## config.mk

```make
export PLATFORM = sky130hd
export DESIGN_NAME = sp_tile_mover
export DESIGN_NICKNAME = d
export VERILOG_FILES = /design/src/rtl/sp_tile_mover_pkg.sv /design/src/rtl/sp_tile_mover_cmd_fifo.sv /design/src/rtl/sp_tile_mover.sv
export SDC_FILE = /design/constraint.sdc
export NUM_CORES = 1
export LEC_CHECK = 0
export CAP_MARGIN = 20
export CORE_MARGIN = 1
export CORE_UTILIZATION = 35
export CTS_CLUSTER_SIZE = 14
export DETAILED_ROUTE_END_ITERATION = 12
export DONT_BUFFER_PORTS = 1
export RECOVER_POWER = 50
export SLEW_MARGIN = 10
export SYNTH_ARGS = -nofsm -noshare
export SYNTH_HDL_FRONTEND = slang
export SYNTH_HIERARCHICAL = 1
export SYNTH_SLANG_ARGS = --single-unit
```

## constraint.sdc

```tcl
create_clock -name CLK -period 6.1 [get_ports CLK]
set_input_delay 1.22 -clock CLK [delete_from_list [all_inputs] [get_ports CLK]]
set_output_delay 1.22 -clock CLK [all_outputs]
set_load 0.02 [all_outputs]
```

## src/rtl/sp_tile_mover_pkg.sv

```systemverilog
// Shared types and constants for the scratchpad tile mover.
package sp_tile_mover_pkg;

    localparam int ROWS_PER_TILE = 4;
    localparam int SP_ROW_BITS   = 64;

    typedef enum logic {
        SP_OP_LOAD  = 1'b0,
        SP_OP_STORE = 1'b1
    } sp_op_t;

    typedef enum logic [2:0] {
        SP_IDLE,
        SP_LOAD,
        SP_LOAD_FIN,
        SP_STORE,
        SP_STORE_FIN
    } sp_mover_state_t;

endpackage

```

## src/rtl/sp_tile_mover_cmd_fifo.sv

```systemverilog
// Pointer-based command FIFO with occupancy count; no push/pop bypass.
module sp_cmd_fifo #(
    parameter int DEPTH = 4,
    parameter int W     = 35
) (
    input  logic         CLK,
    input  logic         nRST,
    input  logic         push,
    input  logic         pop,
    input  logic [W-1:0] din,
    output logic [W-1:0] dout,
    output logic         full,
    output logic         empty
);

    localparam int AW = $clog2(DEPTH);
    localparam int CW = AW + 1;

    logic [W-1:0]  mem_q [DEPTH];
    logic [AW-1:0] wr_q;
    logic [AW-1:0] rd_q;
    logic [CW-1:0] cnt_q;
    logic          do_push;
    logic          do_pop;

    assign full    = (cnt_q == CW'(DEPTH));
    assign empty   = (cnt_q == '0);
    assign do_push = push && !full;
    assign do_pop  = pop && !empty;
    assign dout    = mem_q[rd_q];

    always_ff @(posedge CLK) begin
        if (do_push) mem_q[wr_q] <= din;
    end

    always_ff @(posedge CLK or negedge nRST) begin
        if (!nRST) begin
            wr_q  <= '0;
            rd_q  <= '0;
            cnt_q <= '0;
        end else begin
            if (do_push) wr_q <= wr_q + 1'b1;
            if (do_pop)  rd_q <= rd_q + 1'b1;
            cnt_q <= cnt_q + CW'(do_push) - CW'(do_pop);
        end
    end

endmodule

```

## src/rtl/sp_tile_mover.sv

```systemverilog
// Scratchpad tile DMA: queues tile load/store commands and moves 4 rows per tile.
module sp_tile_mover
    import sp_tile_mover_pkg::*;
#(
    parameter  int NUM_TILES = 4,
    parameter  int CMD_DEPTH = 4,
    localparam int TILE_W    = $clog2(NUM_TILES)
) (
    input  logic                   CLK,
    input  logic                   nRST,
    input  logic                   cmd_valid,
    output logic                   cmd_ready,
    input  logic                   cmd_op,
    input  logic [31:0]            cmd_addr,
    input  logic [TILE_W-1:0]      cmd_tile,
    output logic                   sLoad,
    output logic                   sStore,
    output logic [31:0]            load_addr,
    output logic [31:0]            store_addr,
    output logic [SP_ROW_BITS-1:0] store_data,
    input  logic [SP_ROW_BITS-1:0] load_data,
    input  logic                   sLoad_hit,
    input  logic                   sStore_hit,
    output logic                   sp_wen,
    output logic [TILE_W+1:0]      sp_waddr,
    output logic [SP_ROW_BITS-1:0] sp_wdata,
    output logic [TILE_W+1:0]      sp_raddr,
    input  logic [SP_ROW_BITS-1:0] sp_rdata,
    output logic                   done_valid,
    output logic                   done_op,
    output logic [TILE_W-1:0]      done_tile,
    output logic                   err_misalign
);

    localparam int FW = 1 + 32 + TILE_W;
    localparam logic [1:0] LAST_ROW = 2'(ROWS_PER_TILE - 1);

    sp_mover_state_t   state_q;
    logic [TILE_W-1:0] tile_q;
    logic [1:0]        row_cnt_q;
    logic [1:0]        row_q;
    logic              hit_q;
    logic              err_q;
    logic [31:0]       ld_addr_q;
    logic [31:0]       st_addr_q;

    logic              f_full;
    logic              f_empty;
    logic              f_pop;
    logic [FW-1:0]     f_dout;
    sp_op_t            f_op;
    logic [31:0]       f_addr;
    logic [TILE_W-1:0] f_tile;

    assign cmd_ready = !f_full;
    assign f_pop     = (state_q == SP_IDLE) && !f_empty;
    assign f_op      = sp_op_t'(f_dout[FW-1]);
    assign f_addr    = f_dout[FW-2 -: 32];
    assign f_tile    = f_dout[TILE_W-1:0];

    sp_cmd_fifo #(
        .DEPTH (CMD_DEPTH),
        .W     (FW)
    ) u_fifo (
        .CLK   (CLK),
        .nRST  (nRST),
        .push  (cmd_valid),
        .pop   (f_pop),
        .din   ({cmd_op, cmd_addr, cmd_tile}),
        .dout  (f_dout),
        .full  (f_full),
        .empty (f_empty)
    );

    always_ff @(posedge CLK or negedge nRST) begin
        if (!nRST) begin
            state_q   <= SP_IDLE;
            tile_q    <= '0;
            row_cnt_q <= '0;
            row_q     <= '0;
            hit_q     <= 1'b0;
            err_q     <= 1'b0;
            ld_addr_q <= '0;
            st_addr_q <= '0;
        end else begin
            hit_q <= 1'b0;
            err_q <= 1'b0;
            unique case (state_q)
                SP_IDLE: begin
                    if (!f_empty) begin
                        tile_q    <= f_tile;
                        row_cnt_q <= '0;
                        if (f_addr[2:0] != 3'd0) begin
                            err_q <= 1'b1;
                        end else if (f_op == SP_OP_STORE) begin
                            st_addr_q <= f_addr;
                            state_q   <= SP_STORE;
                        end else begin
                            ld_addr_q <= f_addr;
                            state_q   <= SP_LOAD;
                        end
                    end
                end
                SP_LOAD: begin
                    if (sLoad_hit) begin
                        // row_q remembers which row the next-cycle data belongs to
                        hit_q <= 1'b1;
                        row_q <= row_cnt_q;
                        if (row_cnt_q == LAST_ROW) state_q <= SP_LOAD_FIN;
                        else row_cnt_q <= row_cnt_q + 2'd1;
                    end
                end
                SP_STORE: begin
                    if (sStore_hit) begin
                        if (row_cnt_q == LAST_ROW) state_q <= SP_STORE_FIN;
                        else row_cnt_q <= row_cnt_q + 2'd1;
                    end
                end
                default: state_q <= SP_IDLE;
            endcase
        end
    end

    assign sLoad        = (state_q == SP_LOAD);
    assign sStore       = (state_q == SP_STORE);
    assign load_addr    = ld_addr_q;
    assign store_addr   = st_addr_q;
    assign sp_raddr     = sStore ? {tile_q, row_cnt_q} : '0;
    assign store_data   = sStore ? sp_rdata : '0;
    assign sp_wen       = hit_q;
    assign sp_waddr     = {tile_q, row_q};
    assign sp_wdata     = hit_q ? load_data : '0;
    assign done_valid   = (state_q == SP_LOAD_FIN) || (state_q == SP_STORE_FIN);
    assign done_op      = (state_q == SP_STORE_FIN);
    assign done_tile    = done_valid ? tile_q : '0;
    assign err_misalign = err_q;

endmodule
```

======== Word level (Yosys, flattened, before mapping) ========
Memory sizes are Yosys's and may differ from the RTL's.
Cells that the tools add are included.
cells by class
  equal/unequal tests ..................... 12
  div/mod/pow operators ................... 0
  $add $sub $neg .......................... 5
  $lt $le $gt $ge ......................... 0
  muxes and demuxes ....................... 24
  reduce and logical (&&, ||, !) cells .... 16
  multipliers ............................. 0
  bitwise gates (word level) .............. 3
  shifts and indexed selects .............. 0
operators with widths
  operator                                                                number
  64-bit 2-to-1 mux                                                       2
  3-bit 2-to-1 mux                                                        6
  2-bit 2-to-1 mux                                                        6
  4-bit AND reduction                                                     3
  3-bit case mux with 3 select lines                                      1
  2-bit by 1-bit != test with 1-bit output (second input constant)        4
  1-bit 2-to-1 mux                                                        7
  2-bit by 1-bit adder with 2-bit output (second input constant)          3
  3-bit by 2-bit equality test with 1-bit output (second input constant)  2
  3-bit equality test (second input constant)                             2
  3-bit logical NOT                                                       2
  2-bit case mux with 3 select lines                                      1
  6-bit AND reduction                                                     1
  3-bit nonzero test                                                      2
  4-bit 2-to-1 mux                                                        1
  2-bit != test (second input constant)                                   2
  2-bit AND reduction                                                     2
  3-bit by 1-bit adder with 3-bit output                                  1
  3-bit by 1-bit equality test with 1-bit output (second input constant)  1
  1-bit logical AND                                                       3
  1-bit inverter                                                          3
  3-bit by 1-bit subtractor with 3-bit output                             1
  2-bit equality test (second input constant)                             1
  1-bit logical NOT                                                       2
  1-bit logical OR                                                        1
word-level totals
  output and inout bits ................... 209
  RAM bits ................................ 140
  ROM bits ................................ 0
  memories kept ........................... 1
  input port bits ......................... 168
  bits in latches ......................... 0
  register bits after elaboration ......... 82
memory list
  memory        depth  bits a word  read ports  clocked after memory_dff  wr ports  line                          RTL
  u_fifo.mem_q  4      35           1           0                         1         sp_tile_mover_cmd_fifo.sv:19  logic [W-1:0] mem_q [DEPTH];

======== Logic depth before layout (Yosys ltp) ========
Gate-level depths: netlist (run 1).
  depth in word-level cells ............... 5
  mapped depth ............................ 10

======== Modules after synthesis ========
The synthesis (run 1) kept the hierarchy.
by module, submodules not included
  module         cells an instance  area each (um^2)  seq. area each (um^2)  times used
  sp_cmd_fifo    224                5572.8            4379.2                 1
  sp_tile_mover  349                3976.3            1876.8                 1

======== Worst setup path after synthesis (run 1) ========
Ideal clock, no wire load.
  path type ............................... reg-to-output
  start ................................... register state_q[2]
  end ..................................... output store_data[34]
  arrival time ............................ 1491 ps
  path slack .............................. 3389 ps
  cell stages (with the launch flop) ...... 6
  required time ........................... 4880 ps
  path through ............................ dfrtp_1 -> clkbuf_2 -> nor2b_1 -> clkbuf_1 -> clkbuf_1 -> and3_1
on the way
  longest elaborated chain between the ends .. 2
ends and longest elaborated chain
  item                                            line                  RTL
  start, declared                                 sp_tile_mover.sv:38   sp_mover_state_t state_q;
  start signal, assigned                          sp_tile_mover.sv:77   state_q <= SP_IDLE;
  start signal, assigned                          sp_tile_mover.sv:97   state_q <= SP_STORE;
  start signal, assigned                          sp_tile_mover.sv:100  state_q <= SP_LOAD;
  3-bit by 2-bit equality test with 1-bit output  sp_tile_mover.sv:125  assign sStore = (state_q == SP_STORE);
  64-bit 2-to-1 mux                               sp_tile_mover.sv:129  assign store_data = sStore ? sp_rdata : '0;
  end, declared                                   sp_tile_mover.sv:20   output logic [SP_ROW_BITS-1:0] store_data,
No other way between the ends.

======== Final worst setup path (run 1) ========
  start ................................... register state_q[1]
  end ..................................... output done_tile[1]
on the way
  longest elaborated chain between the ends .. 3
  elaborated cells on any way between the ends .. 4
ends and longest elaborated chain
  item                                                                                          line                  RTL
  3-bit by 2-bit equality test with 1-bit output / 3-bit equality test (equally long branches)  sp_tile_mover.sv:133  assign done_valid = (state_q == SP_LOAD_FIN) || (state_q == SP_STORE_FIN);
  1-bit logical OR *                                                                            sp_tile_mover.sv:133
  via done_valid                                                                                sp_tile_mover.sv:29   output logic done_valid,
  2-bit 2-to-1 mux *                                                                            sp_tile_mover.sv:135  assign done_tile = done_valid ? tile_q : '0;
  end, declared                                                                                 sp_tile_mover.sv:31   output logic [TILE_W-1:0] done_tile,
Mark *: on every way through the listed nets, which the timed path passes. The rest lies on a longest branch.

==> results.cfg, run 1 <==
[clocking]
cts_max_path_buffers = 3
root_buffer = clkbuf_16
cts_inserted_buffers = 22
insertion_delay_ns = 0.51
cts.clk_slew.worst_paths_ns = 0.06
cts_resized = 0
ctsHoldBuffers = 0
clock-sinks = 222
h-tree-depth = 1
cts_setup_buffers = 0
cts_tree = built

[drt]
drc = 0
routed_wl_um = 26700
drt_pre_antenna_iters = 4
viasPerCell = 5.38
antenna_left = 0
drtIter0Drc = 304
via_count = 5017
avgRoutedWirePerCell_um = 28.6

[yosys]
ys_types = 41
synth_area_leader_cell = edfxtp_1
netlist.area_leader.share = 0.440
ys_seq_area_frac = 0.655
avgSynthCellArea_um2 = 16.7
ys_ff_latch = 222
synth_cells = 573
synth_flop_cell = edfxtp_1
synth_area_mm2 = 0.00955
synth_edf_count = 140
synthesis.nets = 749
netlist_top_cells_area = edfxtp_1 (44%), dfrtp_1 (21%), mux4_2 (6.6%)
async_reset_ff_frac = 0.369
ys_warn_count = 6

[place]
preCtsSetupSlack_ns = 2.49
placed_cells = 877
gp_congestion = 0.881
place.detailed.hpwl_um = 19300
port_buffers = 0

[timing]
rsz0062_at_grt = no
min_period_over_period = 0.740
hold-worst-slack_ns = 0.412
setup_slack_ns = 1.58
finalClockSkew_ns = 0.0229
setup_viol = 0
max_slew.worst_pin.slew_ns = 2.03
clock.fmax_mhz = 221
max_slew_margin = -0.352
finalSetupTns_ns = 0
fin_crit_ns = 4.52
hold_violations = 0
report.final.slew_viol_count = 223

[setup_path]
critPathRequiredTime_ns = 4.88
cp_num_buf_inv = 0
start_kind = flop
arrival_ns = 3.30
cp_top_family = flip-flops
rrSetupSlack_ns = 1.80
crit_path_end_kind = output pin
path_max_fanout = 78
critical_path.slowest_cell = dfrtp_1
reg2reg_from = state_q[1]
worstSetupPathType = flop to output pin
worst_path_largest_cell_delay_ns = 1.57
r2r-end = store_addr[17]
cp.depth = 3
path_cells = xnor2_1 > nor2_1 > and2_1
r2r_cells = 3

[power_and_ir_drop]
power_leakage_nw = 4.18
power_density_mw_per_mm2 = 510
peakVddDrop_v = 0.000294
total_power_w = 0.00536

[die]
dieArea_mm2 = 0.0279
die_width_um = 167
start_util = 0.355
row_count = 60
core_mm2 = 0.0269
chipHeight_um = 167
ios = 377

[layout]
layout.cells.non_filler = 933
register_area_mm2 = 0.00626
drive_above_1_share = 0.233
syn_to_final_growth_pct = 10.1
multi_input_area_mm2 = 0.00298
nFillCells = 2464
nets = 737

[worst_hold_path]
min_path_type = input pin to asynchronous set/reset pin

[global_routing]
gr-usage-all-layers = 0.185
met2_usage = 0.322
grt_max_degree = 83
antenna_found_initial = 16
grt_use_met1 = 0.211
grt_pass1_vias = 5214
grt-ovfl-total = 0
grt-busiest-layer = met2
met3_usage = 0.0754
grt_pass1_wl_um = 37900

[flow_run]
drv_cap = 5

[run_status]
outcome = complete, but fails checks
failed_checks = max-capacitance violations, max-slew violations
[metrics by stage]
stage	area [um2]	utilization
3_3_place_gp	9740	0.362
2_1_floorplan	9550	-
6_report	10500	0.391
5_1_grt	10500	0.390
3_5_place_dp	9760	0.363
4_1_cts	10500	0.390
[kinds of logic (layout without fill, tap and decap cells)]
| logic type | after synthesis | count (layout) | share of synthesized area |
|---|---|---|---|
| adders and majority gates | 8 | 8 | 0.0113 |
| buffers and inverters | 49 | 52 | 0.0318 |
| DFF | 222 | 222 | 0.655 |
| muxes | 98 | 98 | 0.170 |
| AOI/OAI and AO/OA | 14 | 14 | 0.00983 |
| xor gates and xnor gates | 5 | 5 | 0.00459 |
| and+or+nand+nor | 177 | 177 | 0.117 |
| other | 0 | 16 | 0 |
[cell type report]
| type | instances | share of cell area |
|---|---|---|
| Sequential cell | 222 | 0.595 |
| Multi-Input combinational cell | 302 | 0.284 |
| Clock buffer | 30 | 0.0612 |
| Tap cell | 341 | 0.0406 |
| Clock inverter | 9 | 0.00726 |
| Timing Repair Buffer | 3 | 0.00452 |
| Antenna cell | 16 | 0.00381 |
| Inverter | 10 | 0.00357 |
[sequential cells by signal, indices dropped and copies added, names as in the netlist, 3 cells and up]
signal and flops:
load_addr 32, state_q 3, store_addr 32, u_fifo/cnt_q 3
u_fifo/mem_q 140
[synth_stat cells, types with 2 or more instances]
library cell    n
edfxtp_1      140
dfrtp_1        82
and2_1         72
and3_1         68
mux2_2         35
mux4_2         28
mux2_4         27
clkbuf_1       23
inv_1          10
ha_1            7
mux4_1          7
buf_2           6
nand2b_1        6
buf_12          5
nor2_1          5
nor3_1          5
xnor2_1         5
and3b_1         4
buf_6           4
nand2_1         4
a21oi_1         3
nor2b_1         3
o21ai_0         3
nand3_1         2
nand4bb_1       2
o211ai_1        2
[power by group]
part | switching [W] | internal, W | total [W] | leakage (nW)
clock | 0.000546 | 0.000782 | 0.00133 | 0.348
sequential | 0.000636 | 0.00207 | 0.00270 | 2.29
combinational | 0.000649 | 0.000682 | 0.00133 | 1.54
total | 0.00183 | 0.00353 | 0.00536 | 4.18
[routing by layer]
layer / vias up / share of wire
li1: 2128 / -
met1: 2587 / 0.37
met2: 256 / 0.51
met3: 40 / 0.10
met4: 6 / 0.018
met5: - / 0.0015
[worst max-delay path by stage]
stage | startpoint | end | slack, ns
after CTS | state_q[1] | done_tile[1] | 2.17
after global placement | u_fifo/rd_q[0] | store_addr[12] | 2.60
after detailed placement | u_fifo/rd_q[0] | store_addr[28] | 2.49
after global routing | state_q[1] | done_tile[1] | 1.31
final | state_q[1] | done_tile[1] | 1.58
after floorplan | state_q[2] | store_data[34] | 3.39
[cells in the final DEF (no fill, tap or decap), types with 3 or more instances in the layout]
master,count
inv_1,10
mux4_1,7
nand2b_1,6
nor2_1,5
ha_1,7
and3b_1,4
mux4_2,28
a21oi_1,3
nor3_1,5
and2_1,72
o21ai_0,3
diode_2,16
dfrtp_1,79
xnor2_1,5
edfxtp_1,140
mux2_4,27
nand2_1,4
clkbuf_1,4
mux2_2,35
and3_1,68
clkinv_2,3
dfrtp_2,3
clkbuf_16,24
[worst register-to-register path, stage by stage, from the launching register on]
cell and delay, ns:
dfrtp_1 1.08, nor4_1 1.36, nand3_2 1.07, mux2_2 0.65
(Power assumes the default switching activity.)
==> run 2, diff against run 1 <==
==> constraint.sdc (replaced) <==
create_clock -name CLK -period 3.7 [get_ports CLK]
set_input_delay 0.74 -clock CLK [delete_from_list [all_inputs] [get_ports CLK]]
set_output_delay 0.74 -clock CLK [all_outputs]
set_load 0.02 [all_outputs]
==> results.cfg, run 2 (synthesis results as in run 1) <==
[run_status]
outcome = complete, but fails checks
failed_checks = max-capacitance violations, max-slew violations

[setup_path]
path_cells = nor2b_4 > and3_1
crit_path_end_kind = output pin
arrival_ns = 2.50
cp-startpoint = state_q[0]
cp_num_buf_inv = 0
start_kind = flop
r2r-end = u_fifo/cnt_q[2]
reg2reg_from = state_q[0]
worstSetupPathType = flop to output pin
path_max_fanout = 69
r2r_cells = 9
worst_path_largest_cell_delay_ns = 0.95
rrSetupSlack_ns = 0.49
cp_top_family = simple AND/OR/NAND/NOR gates
critical_path.slowest_cell = nor2b_4
critPathRequiredTime_ns = 2.96

[drt]
drtIter0Drc = 349
routed_wl_um = 26400
avgRoutedWirePerCell_um = 28.2
antenna_left = 0
viasPerCell = 5.36
drc = 0
via_count = 5019
drt_pre_antenna_iters = 4

[clocking]
root_buffer = clkbuf_16
cts_tree = built
cts_resized = 0
cts_setup_buffers = 0
cts_inserted_buffers = 23
clock-sinks = 222
h-tree-depth = 1
cts_max_path_buffers = 3
insertion_delay_ns = 0.50
cts.clk_slew.worst_paths_ns = 0.06

[timing]
min_period_over_period = 0.877
max_slew_margin = -0.448
report.final.slew_viol_count = 155
rsz0062_at_grt = no
max_slew.worst_pin.slew_ns = 2.17
finalClockSkew_ns = 0.00623
fin_crit_ns = 3.24
finalSetupTns_ns = 0
clock.fmax_mhz = 308
setup_viol = 0
hold_violations = 0

[die]
dieArea_mm2 = 0.0279
start_util = 0.355
chipHeight_um = 167
core_mm2 = 0.0269
row_count = 60
ios = 377
die_width_um = 167

[global_routing]
grt_max_degree = 83
grt_pass1_vias = 5137
antenna_found_initial = 15
gr-usage-all-layers = 0.182
grt_pass1_wl_um = 37500
grt-ovfl-total = 0

[place]
gp_congestion = 0.849
port_buffers = 0
dpl_cell_area_mm2 = 0.00978
place.detailed.hpwl_um = 19600

[layout]
largest_reg_flops = 140
fin_area_mm2 = 0.0106
layout_common_cells = edfxtp_1 (140), dfrtp_1 (78), and2_1 (72)
mostFrequentLayoutCell = edfxtp_1
drive_above_1_share = 0.251
top_register = u_fifo/mem_q
nets = 744
syn_to_final_growth_pct = 11.2

[worst_hold_path]
hold_start = cmd_addr[8]
hold_path_depth = 0
hold_path_end = u_fifo/mem_q[1][10]
min_path_type = input pin to flop

[power_and_ir_drop]
power_density_mw_per_mm2 = 854
power_leakage_nw = 4.24
peakVddDrop_v = 0.000469

[flow_run]
drv_cap = 3
==> run 2: cell count changes in the layout (fill, tap and decap cells not counted), moves of 2 or more <==
cell       delta
buf_4         +6
diode_2       -5
bufinv_16     +3
and3b_1       -2
and3b_2       +2
==> run 2: layer usage <==
layer  wire (um)  GRT usage  up-vias  part of all wire
li1            -          -     2139                 -
met4         371     0.0383        8             0.014
met3        3230     0.0846       46              0.12
met2       13300      0.313      267              0.50
met1        9490      0.208     2559              0.36
met5          50          0        -            0.0019
==> run 2: worst reg2reg max path, cell delays in order, from the launching register on <==
cell	delay, ns
dfrtp_1	0.49
nor4_1	1.14
o31ai_1	0.29
inv_1	0.13
ha_1	0.12
inv_1	0.04
ha_1	0.18
fa_1	0.37
xnor2_1	0.21
xnor2_1	0.15
==> run 2: worst max path at each step <==
stage	cells past startpoint	endpoint	slack (ns)
2_1_floorplan	9	load_addr[10]	1.22
3_3_place_gp	6	load_addr[13]	0.64
3_5_place_dp	6	load_addr[18]	0.55
4_1_cts	2	store_data[6]	0.46
5_1_grt	9	u_fifo/cnt_q[2]	0.16
6_report	2	store_data[6]	0.46
==> run 2: area by class of cell <==
cell class | count | area (um2)
Multi-Input combinational cell | 302 | 2980
Antenna cell | 11 | 27.5
Clock buffer | 29 | 629
Inverter | 10 | 37.5
Clock inverter | 13 | 179
Timing Repair Buffer | 9 | 77.6
Sequential cell | 222 | 6260
Tap cell | 341 | 427
Fill cell | 2430 | 16300
==> run 2: through the flow <==
stage / hold slack, ns / total power, W / worst slack, ns / utilization / cells
global placement: 0.447 / 0.00662 / 0.636 / 0.364 / 882
CTS: 0.155 / 0.00922 / 0.462 / 0.395 / 925
finish: 0.333 / 0.00907 / 0.456 / 0.395 / 937
detailed placement: 0.447 / 0.00677 / 0.549 / 0.364 / 882
global route: 0.308 / 0.00951 / 0.165 / 0.395 / 930
floorplan: 0.444 / 0.00618 / 1.22 / - / 573
==> run 2: repair_timing <==
action | in CTS | in global routing
hold buffers | 1 | 0
endpoints found under the setup margin | 0 | 0
hold endpoints to repair | 82 | 0
==> run 2: report_power, final <==
| part | leakage [nW] | total, W | internal [W] | switching (W) |
|---|---|---|---|---|
| Clock | 0.387 | 0.00240 | 0.00149 | 0.000909 |
| Combinational | 1.57 | 0.00236 | 0.00114 | 0.00122 |
| Sequential | 2.29 | 0.00431 | 0.00340 | 0.000909 |
==> run 3, diff against run 2 <==
--- a/config.mk
+++ b/config.mk
@@ -17,3 +17,4 @@
 export SYNTH_HDL_FRONTEND = slang
 export SYNTH_HIERARCHICAL = 1
 export SYNTH_SLANG_ARGS = --single-unit
+export TNS_END_PERCENT = 50
==> results of run 3 <==
No change in the layout: final DEF, timing and power equal those of run 2.
